**src/rtl/conv_mac_unit_if.sv**
```systemverilog
// conv_mac_unit_if
// Bundles the kernel-buffer handshake, the window stream and the result
// stream of conv_mac_unit into one interface.
//   kernel_valid_i  per-channel "kernel loaded" flags from the kernel buffer
//   kernel_i        TAPS kernel words, channel-major then row-major
//   bias_i          bias of the current kernel
//   hold_kernel_o   per-channel hold; drops for one cycle to release kernels
//   window_valid_i  window_i carries a valid window
//   window_i        TAPS window words, same ordering as kernel_i
//   window_ready_o  window taken this cycle
//   result_o        output pixel
//   result_valid_o  result_o is valid
//   result_ready_i  downstream takes result_o this cycle
// The slave modport is the MAC unit; the master modport is its environment.

interface conv_mac_unit_if #(
   parameter int DATA_WIDTH  = 32,
   parameter int N_CHANNELS  = 1,
   parameter int KERNEL_SIZE = 3
);
   localparam int TAPS = N_CHANNELS * KERNEL_SIZE * KERNEL_SIZE;

   logic [N_CHANNELS-1:0]             kernel_valid_i;
   logic [TAPS-1:0][DATA_WIDTH-1:0]   kernel_i;
   logic [DATA_WIDTH-1:0]             bias_i;
   logic [N_CHANNELS-1:0]             hold_kernel_o;
   logic                              window_valid_i;
   logic [TAPS-1:0][DATA_WIDTH-1:0]   window_i;
   logic                              window_ready_o;
   logic [DATA_WIDTH-1:0]             result_o;
   logic                              result_valid_o;
   logic                              result_ready_i;

   modport master (
      output kernel_valid_i, kernel_i, bias_i, window_valid_i, window_i, result_ready_i,
      input  hold_kernel_o, window_ready_o, result_o, result_valid_o
   );

   modport slave (
      input  kernel_valid_i, kernel_i, bias_i, window_valid_i, window_i, result_ready_i,
      output hold_kernel_o, window_ready_o, result_o, result_valid_o
   );
endinterface

```
**src/rtl/conv_mac_unit.sv**
```systemverilog
// conv_mac_unit
// Sequential multiply-accumulate engine for one convolution output pixel.
// A window is accepted when every kernel channel is loaded, then one tap is
// multiplied and accumulated per cycle, the sum is rescaled, biased,
// saturated and optionally ReLU-clamped, and the pixel is offered on a
// valid/ready output. After N_WINDOWS pixels the kernel is released for one
// cycle so the kernel buffer can load the next one.
//   clock_i   sole clock, rising edge
//   reset_ni  asynchronous active-low reset
//   enable_i  0 freezes all state
//   bus       conv_mac_unit_if slave: kernel, window and result handshakes

module conv_mac_unit #(
   parameter int DATA_WIDTH  = 32,
   parameter int N_CHANNELS  = 1,
   parameter int KERNEL_SIZE = 3,
   parameter int FRAC_BITS   = 16,
   parameter int N_WINDOWS   = 676,
   parameter int RELU_EN     = 1
) (
   input  logic             clock_i,
   input  logic             reset_ni,
   input  logic             enable_i,
   conv_mac_unit_if.slave   bus
);
   localparam int TAPS  = N_CHANNELS * KERNEL_SIZE * KERNEL_SIZE;
   localparam int TAP_W = (TAPS > 1) ? $clog2(TAPS) : 1;
   localparam int ACC_W = 2 * DATA_WIDTH + $clog2(TAPS);
   localparam int SUM_W = ACC_W + 1;
   localparam int CNT_W = (N_WINDOWS > 1) ? $clog2(N_WINDOWS) : 1;

   typedef enum logic [2:0] {IDLE, MAC, BIAS, OUTPUT, RELEASE} state_t;

   state_t                          state_q, state_d;
   logic [TAPS-1:0][DATA_WIDTH-1:0] win_q, win_d;
   logic signed [ACC_W-1:0]         acc_q, acc_d;
   logic [TAP_W-1:0]                tap_q, tap_d;
   logic [CNT_W-1:0]                cnt_q, cnt_d;
   logic [DATA_WIDTH-1:0]           result_q, result_d;

   logic signed [2*DATA_WIDTH-1:0]  win_ext, ker_ext, product;
   logic signed [SUM_W-1:0]         biased;
   logic [SUM_W-DATA_WIDTH:0]       headroom;
   logic [DATA_WIDTH-1:0]           saturated, activated;
   logic                            accept;

   // Datapath for the current tap and for the final rescale. Operands are
   // sign-extended to full product width so the multiply keeps all 2*DW bits.
   // The result fits the output word only if every bit from the output sign
   // bit upward is identical; otherwise it clamps toward the sign of the sum.
   always_comb begin
      win_ext  = $signed({{DATA_WIDTH{win_q[tap_q][DATA_WIDTH-1]}}, win_q[tap_q]});
      ker_ext  = $signed({{DATA_WIDTH{bus.kernel_i[tap_q][DATA_WIDTH-1]}}, bus.kernel_i[tap_q]});
      product  = win_ext * ker_ext;
      biased   = SUM_W'(acc_q >>> FRAC_BITS) + SUM_W'($signed(bus.bias_i));
      headroom = biased[SUM_W-1:DATA_WIDTH-1];
      if ((&headroom) || (~|headroom)) begin
         saturated = biased[DATA_WIDTH-1:0];
      end else if (biased[SUM_W-1]) begin
         saturated = {1'b1, {(DATA_WIDTH-1){1'b0}}};
      end else begin
         saturated = {1'b0, {(DATA_WIDTH-1){1'b1}}};
      end
      activated = ((RELU_EN != 0) && saturated[DATA_WIDTH-1]) ? '0 : saturated;
   end

   assign accept = enable_i && (state_q == IDLE) && (&bus.kernel_valid_i) && bus.window_valid_i;

   // Next-state logic. kernel_valid_i only matters in IDLE; once a window is
   // taken the computation runs to completion regardless of the kernel flags.
   always_comb begin
      state_d  = state_q;
      win_d    = win_q;
      acc_d    = acc_q;
      tap_d    = tap_q;
      cnt_d    = cnt_q;
      result_d = result_q;
      if (enable_i) begin
         case (state_q)
            IDLE: begin
               if (accept) begin
                  win_d   = bus.window_i;
                  acc_d   = '0;
                  tap_d   = '0;
                  state_d = MAC;
               end
            end
            MAC: begin
               acc_d = acc_q + ACC_W'(product);
               if (tap_q == TAP_W'(TAPS - 1)) begin
                  state_d = BIAS;
               end else begin
                  tap_d = tap_q + TAP_W'(1);
               end
            end
            BIAS: begin
               result_d = activated;
               state_d  = OUTPUT;
            end
            OUTPUT: begin
               if (bus.result_ready_i) begin
                  if (cnt_q == CNT_W'(N_WINDOWS - 1)) begin
                     cnt_d   = '0;
                     state_d = RELEASE;
                  end else begin
                     cnt_d   = cnt_q + CNT_W'(1);
                     state_d = IDLE;
                  end
               end
            end
            RELEASE: begin
               state_d = IDLE;
            end
            default: begin
               state_d = IDLE;
            end
         endcase
      end
   end

   // State registers; reset abandons any partial computation.
   always_ff @(posedge clock_i or negedge reset_ni) begin
      if (!reset_ni) begin
         state_q  <= IDLE;
         win_q    <= '0;
         acc_q    <= '0;
         tap_q    <= '0;
         cnt_q    <= '0;
         result_q <= '0;
      end else begin
         state_q  <= state_d;
         win_q    <= win_d;
         acc_q    <= acc_d;
         tap_q    <= tap_d;
         cnt_q    <= cnt_d;
         result_q <= result_d;
      end
   end

   assign bus.window_ready_o = accept;
   assign bus.result_valid_o = (state_q == OUTPUT);
   assign bus.result_o       = result_q;
   assign bus.hold_kernel_o  = {N_CHANNELS{state_q != RELEASE}};
endmodule

```
**src/flat_wrapper.sv**
```systemverilog
// flat-port wrapper written by rule: the top's interface ports become plain ports
module conv_mac_unit_flat 
#(
   parameter int DATA_WIDTH  = 32,
   parameter int N_CHANNELS  = 1,
   parameter int KERNEL_SIZE = 3,
   parameter int FRAC_BITS   = 16,
   parameter int N_WINDOWS   = 676,
   parameter int RELU_EN     = 1
)
  (clock_i, reset_ni, enable_i, bus_kernel_valid_i, bus_kernel_i, bus_bias_i, bus_window_valid_i, bus_window_i, bus_result_ready_i, bus_hold_kernel_o, bus_window_ready_o, bus_result_o, bus_result_valid_o);
  conv_mac_unit_if #(.DATA_WIDTH(DATA_WIDTH), .N_CHANNELS(N_CHANNELS), .KERNEL_SIZE(KERNEL_SIZE)) bus_i ();
  input  logic clock_i;
  input  logic reset_ni;
  input  logic enable_i;
  input wire logic [$bits(bus_i.kernel_valid_i)-1:0] bus_kernel_valid_i;
  input wire logic [$bits(bus_i.kernel_i)-1:0] bus_kernel_i;
  input wire logic [$bits(bus_i.bias_i)-1:0] bus_bias_i;
  input wire logic [$bits(bus_i.window_valid_i)-1:0] bus_window_valid_i;
  input wire logic [$bits(bus_i.window_i)-1:0] bus_window_i;
  input wire logic [$bits(bus_i.result_ready_i)-1:0] bus_result_ready_i;
  output wire logic [$bits(bus_i.hold_kernel_o)-1:0] bus_hold_kernel_o;
  output wire logic [$bits(bus_i.window_ready_o)-1:0] bus_window_ready_o;
  output wire logic [$bits(bus_i.result_o)-1:0] bus_result_o;
  output wire logic [$bits(bus_i.result_valid_o)-1:0] bus_result_valid_o;
  assign bus_i.kernel_valid_i = bus_kernel_valid_i;
  assign bus_i.kernel_i = bus_kernel_i;
  assign bus_i.bias_i = bus_bias_i;
  assign bus_i.window_valid_i = bus_window_valid_i;
  assign bus_i.window_i = bus_window_i;
  assign bus_i.result_ready_i = bus_result_ready_i;
  assign bus_hold_kernel_o = bus_i.hold_kernel_o;
  assign bus_window_ready_o = bus_i.window_ready_o;
  assign bus_result_o = bus_i.result_o;
  assign bus_result_valid_o = bus_i.result_valid_o;
  conv_mac_unit #(.DATA_WIDTH(DATA_WIDTH), .N_CHANNELS(N_CHANNELS), .KERNEL_SIZE(KERNEL_SIZE), .FRAC_BITS(FRAC_BITS), .N_WINDOWS(N_WINDOWS), .RELU_EN(RELU_EN)) u_core (.clock_i(clock_i), .reset_ni(reset_ni), .enable_i(enable_i), .bus(bus_i));
endmodule
```
**config.mk**
```make
export PLATFORM = sky130hd
export DESIGN_NAME = conv_mac_unit_flat
export DESIGN_NICKNAME = d
export VERILOG_FILES = /design/src/rtl/conv_mac_unit_if.sv /design/src/rtl/conv_mac_unit.sv /design/src/flat_wrapper.sv
export SDC_FILE = /design/constraint.sdc
export NUM_CORES = 2
export LEC_CHECK = 0
export ABC_AREA = 1
export BUFFER_PORTS_ARGS = -buffer_cell sky130_fd_sc_hd__clkbuf_2
export CORE_UTILIZATION = 50
export DETAILED_ROUTE_END_ITERATION = 12
export GPL_TIMING_DRIVEN = 0
export PLACE_DENSITY = 0.72
export SLEW_MARGIN = 10
export SYNTH_ARGS = -nofsm -noshare
export SYNTH_HDL_FRONTEND = slang
export SYNTH_SLANG_ARGS = --single-unit
export TNS_END_PERCENT = 1
```
**constraint.sdc**
```tcl
create_clock -name clock_i -period 9.4 [get_ports clock_i]
set_clock_uncertainty 0.05 [all_clocks]
set_input_delay 1.41 -clock clock_i [delete_from_list [all_inputs] [get_ports clock_i]]
set_output_delay 1.41 -clock clock_i [all_outputs]
set_load 0.01 [all_outputs]
```
==> metrics.cfg <==
[timing]
worst_pin_slew_ns=1.41
fmax_ghz=0.106
finalSetupViolCount=4
maxSlewHeadroom_pct=5.72
period_share_pct=100
slew_violations=0
rsz0062_at_grt=true
hold_viol_final=0
tns_ns=-0.0767
period_needed_ns=9.44
layout_setup_ws_ns=-0.0383

[yosys]
yosysWarnings=0
syn_area_sq_um=67600
synth_area_per_cell_sq_um=7.63
ys_seq_area_share_pct=15.0
syn-num-nets=11000
synth_seq_cells=404
async_flop_share_pct=100
ys.flop_type=dfrtp_1
synth_cells=8853
ys_types=53
synth_edf_count=0

[place]
gp_congestion=1.06
port_buffers=647
hpwl_mm=262

[global_routing]
grt_pass1_vias=65100
grt_max_degree=101
grt_overflow=0
grt_usage_pct=45.8
grt_pass1_wl_mm=441
antenna_found_initial=32

[cells_and_area]
final_nets=11800
n_fill_cell=12600
final_cell_mix=inv_1 (2335), nand2_1 (2276), fa_1 (1231)
mostFrequentLayoutCell=inv_1
syn_to_final_growth_pct=15.8
layout-drive-gt1-share_pct=14.5

[worst_setup_path]
arrival_ns=9.91
cp-end-kind=flip-flop
critical_path.max_stage_delay_ns=0.61
r2r_cells=35
path_max_fanout=10
cp.required_ns=9.87
cp-start-kind=flip-flop
cp_slowest_cell=fa_2
crit_path_frequent_cell=fa_1
crit_type=reg -> reg

[clock_tree]
hold_buffers=0
htree_levels=2
clk_latency_ns=0.69
clock_sinks=404
cts_root_buffer=clkbuf_16
cts_tree=yes
cts_buffers=49
clockBufferDepth=3
clk_pin_slew_ns=0.07

[flow_run]
maxCapViolations=0

[min_path]
hold_path_depth=2
hold_class=reg -> reg

[status]
outcome=finished with violations
failed_checks=DRC, setup timing

[drt]
vias=64100
drc_errors=2
drtPass1Iterations=12
ant_nets=0
routedWlPerCell_um=27.1
drt-total-wl_mm=311
drtIter0Drc=6617
viasPerCell=5.59

[floorplan]
die_y_um=370
initial_core_util_pct=50.5
die_area_sq_um=137000
die_w_um=370
core-area_sq_um=134000
fp-row-count=134
pin_count=649

timing repair:
action / 4_1_cts / 5_1_grt
endpoints found under the setup margin: 57 / 49
pin swaps: 22 / 50
resized for setup: 432 / 339
gates cloned: 1 / 0
setup buffers: 29 / 45
worst paths after layout:
kind / start / end / slack, ns
min in group asynchronous: reset_ni / u_core.win_q[181] / 0.64
hold reg to reg: u_core.win_q[107] / u_core.win_q[107] / 0.43
hold / removal: u_core.win_q[107] / u_core.win_q[107] / 0.43
setup / recovery: u_core.tap_q[0] / u_core.acc_q[60] / -0.04
setup reg to reg: u_core.tap_q[0] / u_core.acc_q[60] / -0.04
max in group asynchronous: reset_ni / u_core.win_q[284] / 7.24
state kept, by name (all words and copies together) (netlist names):
signal / cells
u_core.bus.result_o: 31
u_core.cnt_q: 10
u_core.tap_q: 4
u_core.state_q: 3
u_core.win_q: 288
u_core.acc_q: 68
layer usage:
| layer | track usage, % | vias to the layer above | part of all wire [%] |
|---|---|---|---|
| met3 | 10.7 | 1176 | 10 |
| met4 | 39.5 | 24 | 11 |
| met5 | 0 | - | 0.051 |
| met2 | 68.9 | 3857 | 44 |
| met1 | 55.4 | 31600 | 36 |
| li1 | - | 27500 | - |
final cells by class:
class	instances	area, sq um	share of cell area, %
Multi-Input combinational cell	5688	48500	61.9
Tap cell	1768	2210	2.83
Clock buffer	72	1440	1.84
Inverter	2366	8910	11.4
Sequential cell	404	10100	12.9
Clock inverter	17	218	0.278
Antenna cell	24	60.1	0.0767
Timing Repair Buffer	736	4230	5.40
Buffer	394	2620	3.34
Yosys cell counts (32+ instances only):
library cell  instances  area share [%]
ha_1                281             5.2
o221ai_1             48            0.62
fa_1               1253              37
nor2_1              378             2.1
o21ai_1              64            0.47
dfrtp_1             404              15
nand2_1            2285              13
clkbuf_1            200             1.1
xnor2_1              33            0.43
a21oi_1             299             2.2
o22ai_1              39            0.36
buf_2               177             1.3
o21ai_0             568             4.2
nand4_1              32            0.30
inv_1              2351              13
nand3_1             221             1.6
critical path: cells and delay by family (launching register included):
kind                       cells  cell delay (ns)
buffers and inverters         10             1.52
DFF                            1             0.42
adders and majority gates      9             4.39
AOI/OAI and AO/OA              9             1.84
and+or+nand+nor                7             1.05
metrics by stage:
| step | instances | utilization (%) | hold slack, ns | area, sq um | setup WS (ns) |
|---|---|---|---|---|---|
| after floorplan | 8853 | - | 0.394 | 67600 | 0.287 |
| after global placement | 11300 | 54.6 | 0.407 | 73000 | -3.68 |
| after detailed placement | 11300 | 54.9 | 0.410 | 73400 | -2.71 |
| after CTS | 11400 | 57.4 | 0.425 | 76800 | -0.0613 |
| after global routing | 11500 | 58.5 | 0.433 | 78200 | -0.169 |
| final | 11500 | 58.5 | 0.427 | 78300 | -0.0383 |
cells by family after synthesis:
family	count (synthesis)	share of synthesized area (%)
AND/OR/NAND/NOR	2991	17.5
AO/OA/AOI/OAI	1108	8.87
other	1	0.00555
flip-flops	404	15.0
XOR/XNOR	53	0.687
adder cells (fa/ha/maj)	1534	42.3
buffers and inverters	2762	15.7
Power is not shown: default switching activity piles up to over one toggle a cycle in this logic, so the estimate is an artifact.
